<file path="src/rtl/scan_pkg.sv">
// -----------------------------------------------------------------------------
// scan_pkg -- shared types for the 2-D address scan sequencer.
//
//   SCAN_ADDR_W  : default width of every address, count and stride field
//   scan_state_e : controller FSM states (IDLE, RUN, DONE)
//   scan_desc_t  : latched scan descriptor (offset, x_max, y_max, strides)
//
// The descriptor struct is sized by SCAN_ADDR_W, so the top-level ADDR_W
// parameter is expected to stay at that value.
// -----------------------------------------------------------------------------
package scan_pkg;

  localparam int SCAN_ADDR_W = 16;

  typedef enum logic [1:0] {
    ST_IDLE = 2'd0,
    ST_RUN  = 2'd1,
    ST_DONE = 2'd2
  } scan_state_e;

  typedef struct packed {
    logic [SCAN_ADDR_W-1:0] offset;
    logic [SCAN_ADDR_W-1:0] x_max;
    logic [SCAN_ADDR_W-1:0] y_max;
    logic [SCAN_ADDR_W-1:0] x_stride;
    logic [SCAN_ADDR_W-1:0] y_stride;
  } scan_desc_t;

endpackage

</file>
<file path="src/rtl/scan_seq_ctrl_if.sv">
// -----------------------------------------------------------------------------
// scan_seq_ctrl_if -- descriptor / address / status bundle of scan_seq_ctrl.
//
//   cfg_valid/cfg_ready          : descriptor handshake
//   cfg_offset, cfg_x_stride,
//   cfg_y_stride                 : base address, inner and outer step
//   cfg_x_max, cfg_y_max         : inner and outer iteration counts
//   addr_valid/addr_ready        : address stream handshake
//   addr, last                   : generated address, final-address marker
//   busy, done                   : scan in progress, one-cycle completion pulse
//   abort                        : terminate scan (only with SCAN_SEQ_ABORT_EN)
//
// modport master : the controller side (scan_seq_ctrl)
// modport slave  : the side that supplies descriptors and consumes addresses
// -----------------------------------------------------------------------------
interface scan_seq_ctrl_if #(
  parameter int ADDR_W = 16
);

  logic              cfg_valid;
  logic              cfg_ready;
  logic [ADDR_W-1:0] cfg_offset;
  logic [ADDR_W-1:0] cfg_x_stride;
  logic [ADDR_W-1:0] cfg_y_stride;
  logic [ADDR_W-1:0] cfg_x_max;
  logic [ADDR_W-1:0] cfg_y_max;
  logic              addr_valid;
  logic              addr_ready;
  logic [ADDR_W-1:0] addr;
  logic              last;
  logic              busy;
  logic              done;

`ifdef SCAN_SEQ_ABORT_EN
  logic              abort;

  modport master (
    input  cfg_valid, cfg_offset, cfg_x_stride, cfg_y_stride, cfg_x_max,
           cfg_y_max, addr_ready, abort,
    output cfg_ready, addr_valid, addr, last, busy, done
  );

  modport slave (
    output cfg_valid, cfg_offset, cfg_x_stride, cfg_y_stride, cfg_x_max,
           cfg_y_max, addr_ready, abort,
    input  cfg_ready, addr_valid, addr, last, busy, done
  );
`else
  modport master (
    input  cfg_valid, cfg_offset, cfg_x_stride, cfg_y_stride, cfg_x_max,
           cfg_y_max, addr_ready,
    output cfg_ready, addr_valid, addr, last, busy, done
  );

  modport slave (
    output cfg_valid, cfg_offset, cfg_x_stride, cfg_y_stride, cfg_x_max,
           cfg_y_max, addr_ready,
    input  cfg_ready, addr_valid, addr, last, busy, done
  );
`endif

endinterface

</file>
<file path="src/rtl/scan_walk.sv">
// -----------------------------------------------------------------------------
// scan_walk -- x/y iteration counters and address accumulators.
//
//   clk, rst        : clock, asynchronous active-high reset
//   clear           : zero x, y, x_acc, y_acc (descriptor accepted)
//   step            : advance one position (address handshake, not final)
//   x_max, y_max    : latched iteration counts
//   x_stride,
//   y_stride        : latched inner / outer step
//   x_acc, y_acc    : accumulated inner / outer offsets (wrap mod 2^ADDR_W)
//   x_wrap, y_wrap  : x == x_max-1, y == y_max-1
//
// Stepping when both wrap flags are set holds everything; the controller
// leaves RUN on that handshake instead.
// -----------------------------------------------------------------------------
module scan_walk #(
  parameter int ADDR_W = 16
) (
  input  logic              clk,
  input  logic              rst,
  input  logic              clear,
  input  logic              step,
  input  logic [ADDR_W-1:0] x_max,
  input  logic [ADDR_W-1:0] y_max,
  input  logic [ADDR_W-1:0] x_stride,
  input  logic [ADDR_W-1:0] y_stride,
  output logic [ADDR_W-1:0] x_acc,
  output logic [ADDR_W-1:0] y_acc,
  output logic              x_wrap,
  output logic              y_wrap
);

  logic [ADDR_W-1:0] x_q, x_d;
  logic [ADDR_W-1:0] y_q, y_d;
  logic [ADDR_W-1:0] x_acc_q, x_acc_d;
  logic [ADDR_W-1:0] y_acc_q, y_acc_d;

  assign x_wrap = (x_q == x_max - ADDR_W'(1));
  assign y_wrap = (y_q == y_max - ADDR_W'(1));
  assign x_acc  = x_acc_q;
  assign y_acc  = y_acc_q;

  always_comb begin
    x_d     = x_q;
    y_d     = y_q;
    x_acc_d = x_acc_q;
    y_acc_d = y_acc_q;
    if (clear) begin
      x_d     = '0;
      y_d     = '0;
      x_acc_d = '0;
      y_acc_d = '0;
    end else if (step) begin
      if (!x_wrap) begin
        x_d     = x_q + ADDR_W'(1);
        x_acc_d = x_acc_q + x_stride;
      end else if (!y_wrap) begin
        // end of a row: restart inner walk, move outer one step
        x_d     = '0;
        x_acc_d = '0;
        y_d     = y_q + ADDR_W'(1);
        y_acc_d = y_acc_q + y_stride;
      end
    end
  end

  always_ff @(posedge clk or posedge rst) begin
    if (rst) begin
      x_q     <= '0;
      y_q     <= '0;
      x_acc_q <= '0;
      y_acc_q <= '0;
    end else begin
      x_q     <= x_d;
      y_q     <= y_d;
      x_acc_q <= x_acc_d;
      y_acc_q <= y_acc_d;
    end
  end

endmodule

</file>
<file path="src/rtl/scan_seq_ctrl.sv">
// -----------------------------------------------------------------------------
// scan_seq_ctrl -- 2-D strided address sequencer.
//
// Accepts a descriptor (offset, x_max, y_max, x_stride, y_stride) and emits
// x_max*y_max addresses  offset + x*x_stride + y*y_stride  (mod 2^ADDR_W),
// x innermost, on a valid/ready stream. last marks the final address; done
// pulses for one cycle after the scan (or straight after accepting an empty
// descriptor).
//
//   clk  : clock, rising edge
//   rst  : asynchronous active-high reset
//   bus  : scan_seq_ctrl_if.master (descriptor, address stream, status)
//
// Optional feature macro: SCAN_SEQ_ABORT_EN adds bus.abort, which ends a
// running scan (DONE next cycle, no more addresses).
// -----------------------------------------------------------------------------
module scan_seq_ctrl
  import scan_pkg::*;
#(
  parameter int ADDR_W = SCAN_ADDR_W
) (
  input  logic              clk,
  input  logic              rst,
  scan_seq_ctrl_if.master   bus
);

  scan_state_e       state_q, state_d;
  scan_desc_t        desc_q, desc_d;

  logic              walk_clear;
  logic              walk_step;
  logic              x_wrap;
  logic              y_wrap;
  logic [ADDR_W-1:0] x_acc;
  logic [ADDR_W-1:0] y_acc;
  logic              in_run;
  logic              last_w;

  scan_walk #(
    .ADDR_W (ADDR_W)
  ) u_walk (
    .clk      (clk),
    .rst      (rst),
    .clear    (walk_clear),
    .step     (walk_step),
    .x_max    (desc_q.x_max),
    .y_max    (desc_q.y_max),
    .x_stride (desc_q.x_stride),
    .y_stride (desc_q.y_stride),
    .x_acc    (x_acc),
    .y_acc    (y_acc),
    .x_wrap   (x_wrap),
    .y_wrap   (y_wrap)
  );

  assign in_run = (state_q == ST_RUN);
  assign last_w = in_run && x_wrap && y_wrap;

  always_comb begin
    state_d    = state_q;
    desc_d     = desc_q;
    walk_clear = 1'b0;
    walk_step  = 1'b0;
    unique case (state_q)
      ST_IDLE: begin
        if (bus.cfg_valid) begin
          desc_d.offset   = bus.cfg_offset;
          desc_d.x_max    = bus.cfg_x_max;
          desc_d.y_max    = bus.cfg_y_max;
          desc_d.x_stride = bus.cfg_x_stride;
          desc_d.y_stride = bus.cfg_y_stride;
          walk_clear      = 1'b1;
          // empty scan: no addresses, go straight to the done pulse
          if (bus.cfg_x_max == '0 || bus.cfg_y_max == '0)
            state_d = ST_DONE;
          else
            state_d = ST_RUN;
        end
      end
      ST_RUN: begin
        if (bus.addr_ready) begin
          if (last_w) state_d   = ST_DONE;
          else        walk_step = 1'b1;
        end
`ifdef SCAN_SEQ_ABORT_EN
        // abort wins over any handshake; a coincident final handshake
        // lands in the same DONE, so still a single done pulse
        if (bus.abort) begin
          state_d   = ST_DONE;
          walk_step = 1'b0;
        end
`endif
      end
      ST_DONE: state_d = ST_IDLE;
      default: state_d = ST_IDLE;
    endcase
  end

  always_ff @(posedge clk or posedge rst) begin
    if (rst) begin
      state_q <= ST_IDLE;
      desc_q  <= '0;
    end else begin
      state_q <= state_d;
      desc_q  <= desc_d;
    end
  end

  // addr is a pure function of registers, so it is stable during stalls
  assign bus.addr       = desc_q.offset + x_acc + y_acc;
  assign bus.last       = last_w;
  assign bus.addr_valid = in_run;
  assign bus.cfg_ready  = (state_q == ST_IDLE);
  assign bus.busy       = (state_q == ST_RUN) || (state_q == ST_DONE);
  assign bus.done       = (state_q == ST_DONE);

endmodule

</file>
<file path="src/flat_wrapper.sv">
// flat-port wrapper written by rule: the top's interface ports become plain ports
module scan_seq_ctrl_flat import scan_pkg::*;
#(
  parameter int ADDR_W = SCAN_ADDR_W
)
  (clk, rst, bus_cfg_valid, bus_cfg_offset, bus_cfg_x_stride, bus_cfg_y_stride, bus_cfg_x_max, bus_cfg_y_max, bus_addr_ready, bus_cfg_ready, bus_addr_valid, bus_addr, bus_last, bus_busy, bus_done);
  scan_seq_ctrl_if #(.ADDR_W(ADDR_W)) bus_i ();
  input  logic clk;
  input  logic rst;
  input wire logic [$bits(bus_i.cfg_valid)-1:0] bus_cfg_valid;
  input wire logic [$bits(bus_i.cfg_offset)-1:0] bus_cfg_offset;
  input wire logic [$bits(bus_i.cfg_x_stride)-1:0] bus_cfg_x_stride;
  input wire logic [$bits(bus_i.cfg_y_stride)-1:0] bus_cfg_y_stride;
  input wire logic [$bits(bus_i.cfg_x_max)-1:0] bus_cfg_x_max;
  input wire logic [$bits(bus_i.cfg_y_max)-1:0] bus_cfg_y_max;
  input wire logic [$bits(bus_i.addr_ready)-1:0] bus_addr_ready;
  output wire logic [$bits(bus_i.cfg_ready)-1:0] bus_cfg_ready;
  output wire logic [$bits(bus_i.addr_valid)-1:0] bus_addr_valid;
  output wire logic [$bits(bus_i.addr)-1:0] bus_addr;
  output wire logic [$bits(bus_i.last)-1:0] bus_last;
  output wire logic [$bits(bus_i.busy)-1:0] bus_busy;
  output wire logic [$bits(bus_i.done)-1:0] bus_done;
  assign bus_i.cfg_valid = bus_cfg_valid;
  assign bus_i.cfg_offset = bus_cfg_offset;
  assign bus_i.cfg_x_stride = bus_cfg_x_stride;
  assign bus_i.cfg_y_stride = bus_cfg_y_stride;
  assign bus_i.cfg_x_max = bus_cfg_x_max;
  assign bus_i.cfg_y_max = bus_cfg_y_max;
  assign bus_i.addr_ready = bus_addr_ready;
  assign bus_cfg_ready = bus_i.cfg_ready;
  assign bus_addr_valid = bus_i.addr_valid;
  assign bus_addr = bus_i.addr;
  assign bus_last = bus_i.last;
  assign bus_busy = bus_i.busy;
  assign bus_done = bus_i.done;
  scan_seq_ctrl #(.ADDR_W(ADDR_W)) u_core (.clk(clk), .rst(rst), .bus(bus_i));
endmodule
</file>
<file path="config.mk">
export PLATFORM = sky130hd
export DESIGN_NAME = scan_seq_ctrl_flat
export DESIGN_NICKNAME = d
export VERILOG_FILES = /design/src/rtl/scan_pkg.sv /design/src/rtl/scan_seq_ctrl_if.sv /design/src/rtl/scan_walk.sv /design/src/rtl/scan_seq_ctrl.sv /design/src/flat_wrapper.sv
export SDC_FILE = /design/constraint.sdc
export NUM_CORES = 1
export LEC_CHECK = 0
export CAP_MARGIN = 5
export CELL_PAD_IN_SITES_DETAIL_PLACEMENT = 0
export CELL_PAD_IN_SITES_GLOBAL_PLACEMENT = 1
export CORE_AREA = 5 5 167 153
export CTS_CLUSTER_DIAMETER = 60
export DETAILED_ROUTE_END_ITERATION = 8
export DIE_AREA = 0 0 172 158
export PLACE_DENSITY = 0.76
export SETUP_SLACK_MARGIN = 0.2
export SLEW_MARGIN = 5
export SYNTH_ARGS = -nofsm -noshare
export SYNTH_HDL_FRONTEND = slang
export SYNTH_SLANG_ARGS = --single-unit
</file>
<file path="constraint.sdc">
create_clock -name clk -period 5.8 [get_ports clk]
set_input_delay 0.87 -clock clk [delete_from_list [all_inputs] [get_ports clk]]
set_output_delay 0.87 -clock clk [all_outputs]
set_load 0.02 [all_outputs]
</file>
== After elaboration in Yosys (flattened, before gate mapping) ==
Index checks and enable logic that the tools add are counted.
Operators by class
  add/subtract/negate cells: 8
  equal/unequal tests: 9
  mux-type cells: 25
  reduce and logical (&&, ||, !) cells: 13
Operators with widths (number)
  16-bit 2-to-1 mux: 15
  16-bit adder: 4
  16-bit by 1-bit adder with 16-bit output (second input constant): 2
  16-bit equality test: 2
  16-bit zero test: 2
  16-bit by 1-bit subtractor with 16-bit output (second input constant): 2
  2-bit 2-to-1 mux: 4
  2-bit != test (second input constant): 4
  3-bit AND reduction: 2
  1-bit 2-to-1 mux: 5
  2-bit case mux with 2 select lines: 1
  2-bit AND reduction: 2
  2-bit nonzero test: 2
  3-bit != test (second input constant): 1
  2-bit by 1-bit equality test with 1-bit output (second input constant): 1
  2-bit equality test (second input constant): 1
  1-bit logical AND: 2
  2-bit zero test: 1
  1-bit logical OR: 2
Storage, ports and cells
  bits in registers: 146
  bits of input ports: 84
  output and inout port bits: 21
  word-level logic and storage cells: 65

== Depth between registers and ports, before layout ==
Gate-level depths: netlist of the first run.
  depth after elaboration: 9
  gate-level depth with buffers: 14
  mapped depth without buffers: 14

== Modules after synthesis ==
From an unflattened synthesis of the first run, not the netlist that was laid out.
Unflattened totals
  cell total of the unflattened synthesis: 996
  area, all modules: 9937.0 sq um
Modules (own cells, without submodules)
  scan_walk: instances 1, cells each 680, area an instance 5691.7 sq um, sequential area each 1601.5 sq um
  scan_seq_ctrl: instances 1, cells each 316, area an instance 4245.3 sq um, sequential area each 2052.0 sq um

== Worst setup path before layout of the first run ==
No wires, ideal clock.
  kind: flip-flop to output port
  from: reg u_core.u_walk.x_acc_q[1] (netlist: u_core.u_walk.x_acc[1])
  to: out bus_addr[15]
  arrival time: 3204 ps
  data required time: 4930 ps
  setup slack: 1726 ps
  stages on the path, launching flop included: 13
  path buffers: 0
  cell sequence: dfrtp_1 -> fa_1 -> ha_1 -> inv_1 -> fa_1 -> nor2b_1 -> o21ai_0 -> a21boi_0 -> o21a_1 -> o22a_1 -> a41o_1 -> o21ai_0 -> a211oi_1
Between the ends
  longest elaborated chain between the ends: 2
Ends and longest elaborated chain
  from (decl): RTL line scan_walk.sv:35  | logic [ADDR_W-1:0] x_acc_q, x_acc_d;
  from (signal assigned): RTL line scan_walk.sv:71  | x_acc_q <= '0;
  from (signal assigned): RTL line scan_walk.sv:76  | x_acc_q <= x_acc_d;
  16-bit adder (2 in a row): RTL line scan_seq_ctrl.sv:110  | assign bus.addr = desc_q.offset + x_acc + y_acc;
  to (decl): RTL line flat_wrapper.sv:19  | output wire logic [$bits(bus_i.addr)-1:0] bus_addr;
No other way between the ends.

== Worst setup path after layout of the first run ==
Same ends and word-level chain as after synthesis.

==> results of run 1 <==
through the flow:
| stage | setup slack (ns) | util [%] | std cells |
|---|---|---|---|
| floorplan | 1.007 | - | 1112 |
| global placement | 1.258 | 46.38 | 1485 |
| detailed placement | 1.207 | 46.38 | 1485 |
| CTS | 0.7431 | 49.25 | 1517 |
| global route | 0.4921 | 49.25 | 1517 |
| finish | 0.7580 | 49.25 | 1517 |
routing by layer:
layer	share of wire, %	up-vias	GRT usage [%]	wire (um)
met5	0	-	0	0
met4	1.1	0	4.416	271
met3	3.8	18	2.996	948
met2	44	127	28.69	10960
met1	51	3921	28.11	12720
li1	-	4107	-	-
registers in the layout, indices dropped and copies added, names as in the netlist:
name                 flops
u_core.state_q           2
u_core.u_walk.x_q       16
u_core.u_walk.x_acc     16
u_core.u_walk.y_acc     16
u_core.desc_q           80
u_core.u_walk.y_q       16
placed cells by master, fill, tap and decap left out, types with 20 or more instances in the layout:
cell type,Yosys,layout
xnor2_1,46,46
nand2_1,271,270
o21ai_0,36,36
nand3_1,32,32
dfrtp_1,146,146
nor3_1,28,28
clkdlybuf4s50_1,0,104
nor2_1,51,50
xor2_1,28,28
a21oi_1,53,53
ha_1,51,51
or3_1,20,20
inv_1,44,43
tightest hold or removal path: cells and delay by family (launching register included):
| family | cells | cell delay [ns] |
|---|---|---|
| flip-flops | 1 | 0.34 |
| AND/OR/NAND/NOR | 2 | 0.10 |
kinds of logic (layout without fill, tap and decap cells):
group,Yosys count,count (layout)
multiplexers,16,16
flip-flops,146,146
AO/OA/AOI/OAI,215,215
AND/OR/NAND/NOR,504,504
adder cells (fa/ha/maj),69,69
XOR/XNOR,74,74
buffers and inverters,88,185
area by class of cell:
cell class / count / area share (%)
Timing Repair Buffer: 109 / 9.208
Tap cell: 308 / 3.290
Sequential cell: 146 / 31.19
Multi-Input combinational cell: 878 / 49.02
Clock inverter: 12 / 1.934
Inverter: 44 / 1.453
Clock buffer: 20 / 3.899
power groups by stage:
| stage | Clock, W | Combinational [W] | Sequential [W] |
|---|---|---|---|
| finish | 0.00128 | 0.00293 | 0.00172 |
| global placement | 0 | 0.00291 | 0.00173 |
| floorplan | 0 | 0.00216 | 0.00159 |
| global route | 0.00135 | 0.00326 | 0.00178 |
| CTS | 0.00131 | 0.00295 | 0.00172 |
| detailed placement | 0 | 0.00293 | 0.00174 |
final timing paths:
| kind | slack [ns] | from | cells after the start | endpoint |
|---|---|---|---|---|
| hold reg to reg | 0.48 | u_core.desc_q[6] | 2 | u_core.desc_q[6] |
| setup / recovery | 0.76 | u_core.u_walk.x_acc[1] | 13 | bus_addr[15] |
| setup reg to reg | 1.77 | u_core.desc_q[32] | 10 | u_core.u_walk.x_q[13] |
| hold / removal | 0.48 | u_core.desc_q[6] | 2 | u_core.desc_q[6] |
| max in group asynchronous | 3.57 | rst | 3 | u_core.desc_q[75] |
| min in group asynchronous | 1.07 | rst | 2 | u_core.desc_q[21] |
==> results.txt, run 1 <==
Seq/Total Area, Yosys: 37.47%
Worst Tran Pin Value: 1.228 ns
Gate Count Post-Synth: 1112
Drt drc: 0
Via count: 8173
Die span in x: 172 um
Synth Warn #: 0
Antenna Cells: 0
Area growth syn-to-layout: 20.14%
Dpl cell area: 11030 um^2
Most frequent cells after synthesis: nand2_1 (271), dfrtp_1 (146), a21oi_1 (53)
Antenna Violating Nets Remaining: 0
Post-synthesis simple-gate area fraction: 24.36%
Row Count: 54
Post-synthesis mux area share: 1.668%
Clk_lat worst skew: 0.42 ns
Iter 0 DRT Violations: 474
Internal power: 0.003453 W
Gate power share: 49.4%
First-pass GRT wire length: 41.01 mm
Routed len/inst: 16.41 um
Largest net degree at the start of global routing: 109
Count leader, synth: nand2_1
DP HPWL: 17.97 mm
TritonRoute pass-1 iters: 4
IO Count: 105
Layout cell share with drive strength beyond 1: 5.542%
GPL Wtd Cong: 0.8969
Cell Area, Synth: 9749 um^2
Hold_buf cts: 0
XOR/XNOR Fraction of Synth Area: 6.648%
Final Slew Violations: 0
CP arrival: 4.17 ns
Vias in the first global route: 7930
Setup violators final: 0
NetSw: 0.002473 W
Fmax: 0.1983 GHz
Sw Share: 41.73%
Skew final: 0.01075 ns
Die span in y: 158 um
Bufs and invs on worst path: 2
Pleak: 5.482 nW
Synth cell types: 83
Critical path required time: 4.93 ns
GR Overflow Total: 0
Slew headroom: 17.44%
Clock sink count: 146
Fin area: 11710 um^2
Crit path max-delay family: compound AO/OA/AOI/OAI gates
CTS tree: yes
Initial Utilization: 40.99%
Tcrit/Tclk final: 86.93%
Post-synth top flop: dfrtp_1
Worst min path class: reg2reg
Synthesis-stage register bit count: 146
CP Launch Type: register
Synth top area cells: dfrtp_1 (37%), nand2_1 (10%), ha_1 (6.5%)
Adder-cell share of the synthesized area: 10.24%
Setup CP Type: reg2out
Syn avg cell area: 8.767 um^2
Sequential share of power: 29.1%
Initial antenna violation count: 0
Footprint of the multi-input gates: 5742 um^2
Syn Nets: 1265
CORE AREA: 23780 um^2
Final #Nets: 1349
Clock power share: 21.6%
Power density over the cells: 505.9 nW/um^2
Die area: 27180 um^2
Port bufs: 104
Post-cts repair resize count: 0
DR vias/cell: 5.388
Period minus WS final: 5.042 ns
Crit end category: output port
Total GRT Usage: 18.81%
Sequential cell area: 3654 um^2
Area share of the leading cell type in the synthesized netlist: 37.47%
H-tree levels: 4
Power Total: 0.005926 W
Post-synthesis compound-gate area fraction: 15.88%
CP max FO: 4
Largest family of logic cells by synthesized area: simple AND/OR/NAND/NOR gates
Post-CTS setup buffers: 0
FILL cells: 2338
Hold WS: 0.4815 ns
Outcome: finished clean
Register clock-pin slew on the reported worst setup and hold paths: 0.06 ns
Post-synth EDFFs: 0
Yosys top cell by area: dfrtp_1
Total routed wirelength: 24.90 mm
Final Hold Viols: 0
Maximum clock path buffer count: 2
Num CTS Buffers: 17
Asr flop ratio synth: 100.0%
Clk root buf: clkbuf_16
MaxCap Viol Count: 0
Crit-path cells: fa_1 -> ha_1 -> inv_1 -> fa_1 -> nor2b_1 -> o21ai_0 -> a21boi_0 -> o21a_1 -> o22a_1 -> a41o_1 -> o21ai_0 -> a211oi_1 -> clkdlybuf4s50_1
Slowest stage delay, CP: 0.64 ns
Final TNS setup: 0 ns
RSZ-0062 raised after global routing: false
VDD IR max: 285.1 uV
CP max-delay cell: clkdlybuf4s50_1
Power figures use the tool's default switching activity.
==> run 2, diff against run 1 <==
--- a/config.mk
+++ b/config.mk
@@ -14,7 +14,7 @@
 export DIE_AREA = 0 0 172 158
 export PLACE_DENSITY = 0.76
 export SETUP_SLACK_MARGIN = 0.2
-export SLEW_MARGIN = 5
+export SLEW_MARGIN = 20
 export SYNTH_ARGS = -nofsm -noshare
 export SYNTH_HDL_FRONTEND = slang
 export SYNTH_SLANG_ARGS = --single-unit
==> run 2 against run 1 <==
Register-to-register slack better by 0.11 ns; utilization down 0.43 points; clock power down 16%; total power down 3.2%; sequential cell count unchanged; count of clock-buffer cells in the layout down 1; cell area down 0.88%; critical path depth unchanged; non-clock buffer count unchanged; via count down 0.75%; first-iteration DRC count up 4.6%; routed wire length about the same.
==> results.txt, run 2 (synthesis gave the netlist of run 1 again) <==
FILL cells: 2332 (-0.26%)
Final TNS setup: 0 ns (unchanged)
FF-to-FF setup slack: 1.88 ns (+0.11 ns)
Crit path max-delay family: compound AO/OA/AOI/OAI gates
CP Launch Type: register
Final Hold Viols: 0 (unchanged)
Routed len/inst: 16.40 um (about the same)
Vias in the first global route: 7945 (+0.19%)
Die span in y: 158 um (unchanged)
Antenna Violating Nets Remaining: 0 (unchanged)
Total routed wirelength: 24.89 mm (about the same)
DP HPWL: 18.00 mm (+0.15%)
Setup CP Type: reg2out
Initial Utilization: 40.99% (unchanged)
Total GRT Usage: 18.80% (about the same)
Hold_buf cts: 0 (unchanged)
GR Overflow Total: 0 (unchanged)
Largest register by flop count: u_core.desc_q
Post-cts repair resize count: 0 (unchanged)
Commonest cells after routing, fill and taps aside: nand2_1 (270), dfrtp_1 (146), clkdlybuf4s50_1 (104), a21oi_1 (53), ha_1 (51)
Worst min path class: reg2reg
Leading cell type in the layout, fill and taps excluded: nand2_1
CP max-delay cell: clkdlybuf4s50_1
GPL Wtd Cong: 0.8969 (unchanged)
Final Slew Violations: 0 (unchanged)
Setup WS post-layout: 0.7594 ns (+0.001460 ns)
CP arrival: 4.17 ns (about the same)
Slowest stage delay, CP: 0.65 ns (about the same)
Critical path required time: 4.93 ns (about the same)
Power density over the cells: 493.8 nW/um^2 (-2.4%)
Tcrit/Tclk final: 86.91% (about the same)
Area growth syn-to-layout: 19.08%
CP startpoint: u_core.u_walk.x_acc[1]
Initial antenna violation count: 0 (unchanged)
Fin area: 11610 um^2 (-0.88%)
Clk root buf: clkbuf_16
Maximum clock path buffer count: 2 (unchanged)
Slew headroom: 25.94% (+8.5 points)
VDD IR max: 313.2 uV (+9.9%)
MaxCap Viol Count: 0 (unchanged)
Skew final: 0.01214 ns (+0.001387 ns)
TritonRoute pass-1 iters: 5 (+1)
Largest net degree at the start of global routing: 109 (unchanged)
Worst min-delay path startpoint: u_core.desc_q[8]
Worst reg2reg startpoint: u_core.desc_q[32]
Worst slack, placed: 1.206 ns (-0.0004900 ns)
Row Count: 54 (unchanged)
Period minus WS final: 5.041 ns (-0.001460 ns)
H-tree levels: 4 (unchanged)
CTS tree: yes
IO Count: 105 (unchanged)
Outcome: finished clean
Die span in x: 172 um (unchanged)
Setup violators final: 0 (unchanged)
Drt drc: 0 (unchanged)
Crit end category: output port
Layout cell share with drive strength beyond 1: 5.459% (-0.083 points)
Final #Nets: 1349 (unchanged)
RSZ-0062 raised after global routing: false
Die area: 27180 um^2 (unchanged)
Clock sink count: 146 (unchanged)
Crit-path cells: fa_1 -> ha_1 -> inv_1 -> fa_1 -> nor2b_1 -> o21ai_0 -> a21boi_0 -> o21a_1 -> o22a_1 -> a41o_1 -> o21ai_0 -> a211oi_1 -> clkdlybuf4s50_1
Via count: 8112 (-0.75%)
Dpl cell area: 11040 um^2 (about the same)
Register clock-pin slew on the reported worst setup and hold paths: 0.06 ns (about the same)
Pleak: 5.440 nW (-0.77%)
Iter 0 DRT Violations: 496 (+4.6%)
CORE AREA: 23780 um^2 (unchanged)
Bufs and invs on worst path: 2 (unchanged)
Post-CTS setup buffers: 0 (unchanged)
Clk_lat worst skew: 0.42 ns (about the same)
Antenna Cells: 0 (unchanged)
Num CTS Buffers: 17 (unchanged)
Fmax: 0.1984 GHz (about the same)
Port bufs: 104 (unchanged)
CP max FO: 4 (unchanged)
First-pass GRT wire length: 41.15 mm (+0.34%)
Worst Tran Pin Value: 1.111 ns (-0.1173 ns)
Largest register FFs: 80 (unchanged)
DR vias/cell: 5.347 (-0.75%)
run 2: changes by cell type in the layout (fill, tap and decap cells not counted), sizes merged:
cell,change
bufinv,-4
clkbuf,-1
clkinv,+3
clkinvlp,+2
run 2: through the flow:
stage / total power [W] / instances / utilization, % / hold slack [ns]
after CTS: 0.005786 / 1517 / 48.81 / 0.4874
final: 0.005733 / 1517 / 48.82 / 0.4785
after global routing: 0.006193 / 1517 / 48.82 / 0.5119
after floorplan: 0.003751 / 1112 / - / 0.4497
after detailed placement: 0.004669 / 1485 / 46.41 / 0.4700
after global placement: 0.004645 / 1485 / 46.38 / 0.4688
run 2: final timing paths:
kind	cells past startpoint	end
worst max-delay path	13	bus_addr[15]
worst min-delay path	2	u_core.desc_q[8]
worst max register to register	10	u_core.u_walk.x_q[13]
worst min register to register	2	u_core.desc_q[8]
max in group asynchronous	3	u_core.desc_q[74]
min in group asynchronous	2	u_core.desc_q[21]
run 2: report_power, final:
part | total [W] | leakage, nW | internal, W | switching, W
Sequential | 0.00172 | 1.90 | 0.00134 | 0.000378
Combinational | 0.00294 | 3.27 | 0.00128 | 0.00166
Clock | 0.00107 | 0.269 | 0.000632 | 0.000442
Total | 0.00573 | 5.44 | 0.00325 | 0.00248
run 2: worst reg2reg max path: stages (launching register included):
cell and delay, ns:
dfrtp_1 0.42, inv_1 0.08, ha_1 0.23, or4b_1 0.59
nor3_1 0.22, o2111ai_1 0.12, nor4_1 0.49, nand3_1 0.31
o211a_1 0.73, or3_1 0.51, mux2i_1 0.14
run 2: final cells by class:
cell class	count	area [um^2]	area share, %
inverters	44	172.7	1.487
flip-flops and latches	146	3654	31.47
clock inverters	13	136.4	1.175
clock buffers	19	432.9	3.729
well taps	308	385.4	3.319
multi-input cells	878	5751	49.53
repair buffers	109	1079	9.290
run 2: metal layers:
layer	wire length, um	GRT usage [%]	vias up
met5	0	0	-
met4	232	4.117	0
li1	-	-	4100
met2	11000	28.73	99
met3	747	2.871	12
met1	12900	28.27	3901
==> run 3, diff against run 2 <==
--- a/config.mk
+++ b/config.mk
@@ -5,14 +5,15 @@
 export SDC_FILE = /design/constraint.sdc
 export NUM_CORES = 1
 export LEC_CHECK = 0
+export ABC_AREA = 1
 export CAP_MARGIN = 5
 export CELL_PAD_IN_SITES_DETAIL_PLACEMENT = 0
 export CELL_PAD_IN_SITES_GLOBAL_PLACEMENT = 1
-export CORE_AREA = 5 5 167 153
+export CORE_AREA = 5 5 172 157
 export CTS_CLUSTER_DIAMETER = 60
 export DETAILED_ROUTE_END_ITERATION = 8
-export DIE_AREA = 0 0 172 158
-export PLACE_DENSITY = 0.76
+export DIE_AREA = 0 0 177 162
+export PLACE_DENSITY = 0.79
 export SETUP_SLACK_MARGIN = 0.2
 export SLEW_MARGIN = 20
 export SYNTH_ARGS = -nofsm -noshare
==> run 3 against run 2 <==
Cell count grew 23%; total power grew 1.4%; routed wire length grew 10%; via count grew 12%; global-route usage grew 0.82 points; synthesized area grew 6.1%; first-iteration DRC count grew 9.1%; combinational power grew 2%; maximum frequency shrank 2.8%; cell area grew 5.4%; sequential share of layout area shrank 1.6 points; largest cell class unchanged.
==> results.txt, run 3 <==
CP max FO: 4 (unchanged)
Final #Nets: 1668 (+24%)
Routed len/inst: 14.63 um (-11%)
Cell Area, Synth: 10340 um^2 (+6.1%)
Seq/Total Area, Yosys: 35.32% (-2.2 points)
Syn Nets: 1580 (+25%)
Largest net degree at the start of global routing: 94 (-14%)
Register clock-pin slew on the reported worst setup and hold paths: 0.07 ns (about the same)
Yosys top cell by area: dfrtp_1
Final TNS setup: 0 ns (unchanged)
Final Hold Viols: 0 (unchanged)
Fin util: 49.14% (+0.32 points)
CORE AREA: 24910 um^2 (+4.7%)
Worst min path class: reg2reg
H-tree levels: 4 (unchanged)
Port bufs: 104 (unchanged)
Die span in y: 162 um (+2.5%)
Post-cts repair resize count: 0 (unchanged)
Fmax: 0.1928 GHz (-2.8%)
Synthesis-stage register bit count: 146 (unchanged)
Crit path capture: bus_addr[15]
GPL Wtd Cong: 0.8529 (-4.9%)
Synth Warn #: 0 (unchanged)
Initial Utilization: 41.53% (+0.53 points)
Synth top area cells: dfrtp_1 (35%), nand2_1 (19%), ha_1 (6.2%)
Area growth syn-to-layout: 18.34%
FF-to-FF path depth: 7 (-3)
Setup violators final: 0 (unchanged)
Via count: 9111 (+12%)
Total routed wirelength: 27.36 mm (+10%)
Clk root buf: clkbuf_16
First-pass GRT wire length: 45.60 mm (+11%)
Initial antenna violation count: 0 (unchanged)
Clk_lat worst skew: 0.43 ns (about the same)
Post-synthesis compound-gate area fraction: 7.487% (-8.4 points)
Most frequent cells after synthesis: nand2_1 (514), dfrtp_1 (146), inv_1 (137)
MaxCap Viol Count: 0 (unchanged)
CTS tree: yes
GR Overflow Total: 0 (unchanged)
Post-CTS setup buffers: 0 (unchanged)
Hold WS: 0.4893 ns (+0.01078 ns)
Clock sink count: 146 (unchanged)
Hold_buf cts: 0 (unchanged)
Antenna Cells: 0 (unchanged)
Outcome: finished clean
Vias in the first global route: 9073 (+14%)
CP startpoint: u_core.u_walk.x_acc[1]
Num CTS Buffers: 17 (unchanged)
Layout cell share with drive strength beyond 1: 4.450% (-1.0 points)
TritonRoute pass-1 iters: 5 (unchanged)
DP HPWL: 20.87 mm (+16%)
RSZ-0062 raised after global routing: false
Pleak: 6.161 nW (+13%)
Maximum clock path buffer count: 2 (unchanged)
IO Count: 105 (unchanged)
Asr flop ratio synth: 100.0% (unchanged)
Setup CP Type: reg2out
Period minus WS final: 5.188 ns (+0.1472 ns)
DR vias/cell: 4.872 (-8.9%)
Largest register FFs: 80 (unchanged)
XOR/XNOR Fraction of Synth Area: 7.922% (+1.3 points)
Die area: 28670 um^2 (+5.5%)
Post-synth top flop: dfrtp_1
R2r endpoint: u_core.u_walk.x_q[12]
Largest family of logic cells by synthesized area: simple AND/OR/NAND/NOR gates
Commonest cells after routing, fill and taps aside: nand2_1 (513), dfrtp_1 (146), inv_1 (136), nor2_1 (107), clkdlybuf4s50_1 (104)
Leading cell type in the layout, fill and taps excluded: nand2_1
Synth cell types: 47 (-43%)
Adder-cell share of the synthesized area: 9.652% (-0.59 points)
Count leader, synth: nand2_1
Worst Tran Pin Value: 1.011 ns (-0.09948 ns)
Slew headroom: 31.69% (+5.7 points)
Total GRT Usage: 19.62% (+0.82 points)
Crit end category: output port
Worst reg2reg startpoint: u_core.state_q[0]
Area share of the leading cell type in the synthesized netlist: 35.32% (-2.2 points)
Drt drc: 0 (unchanged)
Tcrit/Tclk final: 89.44% (+2.5 points)
Gate Count Post-Synth: 1427 (+28%)
CP arrival: 4.32 ns (+0.15 ns)
Critical path required time: 4.93 ns (about the same)
Antenna Violating Nets Remaining: 0 (unchanged)
Largest register by flop count: u_core.desc_q
Row Count: 55 (+1.9%)
Post-synthesis simple-gate area fraction: 32.43% (+8.1 points)
Post-synthesis mux area share: 0.2177% (-1.5 points)
Skew final: 0.009267 ns (-0.002873 ns)
FF-to-FF setup slack: 2.62 ns (+0.74 ns)
VDD IR max: 368.6 uV (+18%)
CP Launch Type: register
Post-synth EDFFs: 0 (unchanged)
Final Slew Violations: 0 (unchanged)
Power density over the cells: 475.1 nW/um^2 (-3.8%)
Syn avg cell area: 7.249 um^2 (-17%)
Iter 0 DRT Violations: 541 (+9.1%)
Die span in x: 177 um (+2.9%)
[run 3: cell count changes in the layout (fill, tap and decap cells not counted), moves of 11 or more]
cell and change:
a22o_1 -11, and3_1 -17, inv_1 +93, mux2i_1 -14, nand2_1 +243, nand3_1 +63
nor2_1 +57, o21ai_0 +31, or3_1 -20, or4_1 -16, xnor2_1 -13, xor2_1 +30
[run 3: where the power goes]
part | total, W | internal (W) | switching [W]
Combinational | 0.00301 | 0.00118 | 0.00183
Sequential | 0.00171 | 0.00135 | 0.000360
Clock | 0.00110 | 0.000603 | 0.000492
Total | 0.00582 | 0.00313 | 0.00269
[run 3: through the flow]
| step | cells | total power, W | worst slack [ns] | area (um^2) |
|---|---|---|---|---|
| detailed placement | 1838 | 0.004731 | 1.042 | 11670 |
| global placement | 1838 | 0.004713 | 1.032 | 11670 |
| finish | 1870 | 0.005816 | 0.6122 | 12240 |
| CTS | 1870 | 0.005866 | 0.5601 | 12240 |
| global route | 1870 | 0.006341 | 0.3258 | 12240 |
| floorplan | 1427 | 0.003820 | 1.007 | 10340 |
[run 3: metal layers]
| metal | track usage, % | routed length, um |
|---|---|---|
| met2 | 32.45 | 12860 |
| met3 | 3.305 | 898 |
| met1 | 27.53 | 13400 |
| met4 | 3.516 | 203 |
| met5 | 0 | 0 |
[run 3: how the worst min path moves through the flow]
stage | from | to | cells past startpoint
final | u_core.desc_q[30] | u_core.desc_q[30] | 2
after global routing | u_core.desc_q[27] | u_core.desc_q[27] | 2
after CTS | u_core.desc_q[30] | u_core.desc_q[30] | 2
after detailed placement | u_core.desc_q[30] | u_core.desc_q[30] | 2
after global placement | u_core.desc_q[29] | u_core.desc_q[29] | 2
after floorplan | u_core.desc_q[0] | u_core.desc_q[0] | 2
[run 3: worst max-delay path, stage by stage, from the launching register on]
cell	delay [ns]
dfrtp_1	0.44
fa_1	0.56
ha_1	0.20
inv_1	0.08
fa_1	0.45
o21ai_0	0.42
a21oi_1	0.19
nor2_1	0.12
nor2_1	0.05
o21bai_1	0.26
nand4_1	0.15
nand2_1	0.14
xor2_1	0.20
clkdlybuf4s50_1	0.64
[run 3: cell type report]
type / instances / area, um^2
fill: 2581 / 12670
sequential: 146 / 3654
clock inverter: 15 / 147.6
multi-input combinational: 1101 / 5977
clock buffer: 17 / 425.4
timing repair buffer: 109 / 1079
inverter: 140 / 531.8
tap: 342 / 427.9
[run 3: cells by family after synthesis]
| family | after synthesis |
|---|---|
| flops | 146 |
| compound gates | 141 |
| buf+inv | 180 |
| xor+xnor | 92 |
| fa+ha+maj | 69 |
| mux | 1 |
| simple gates | 798 |
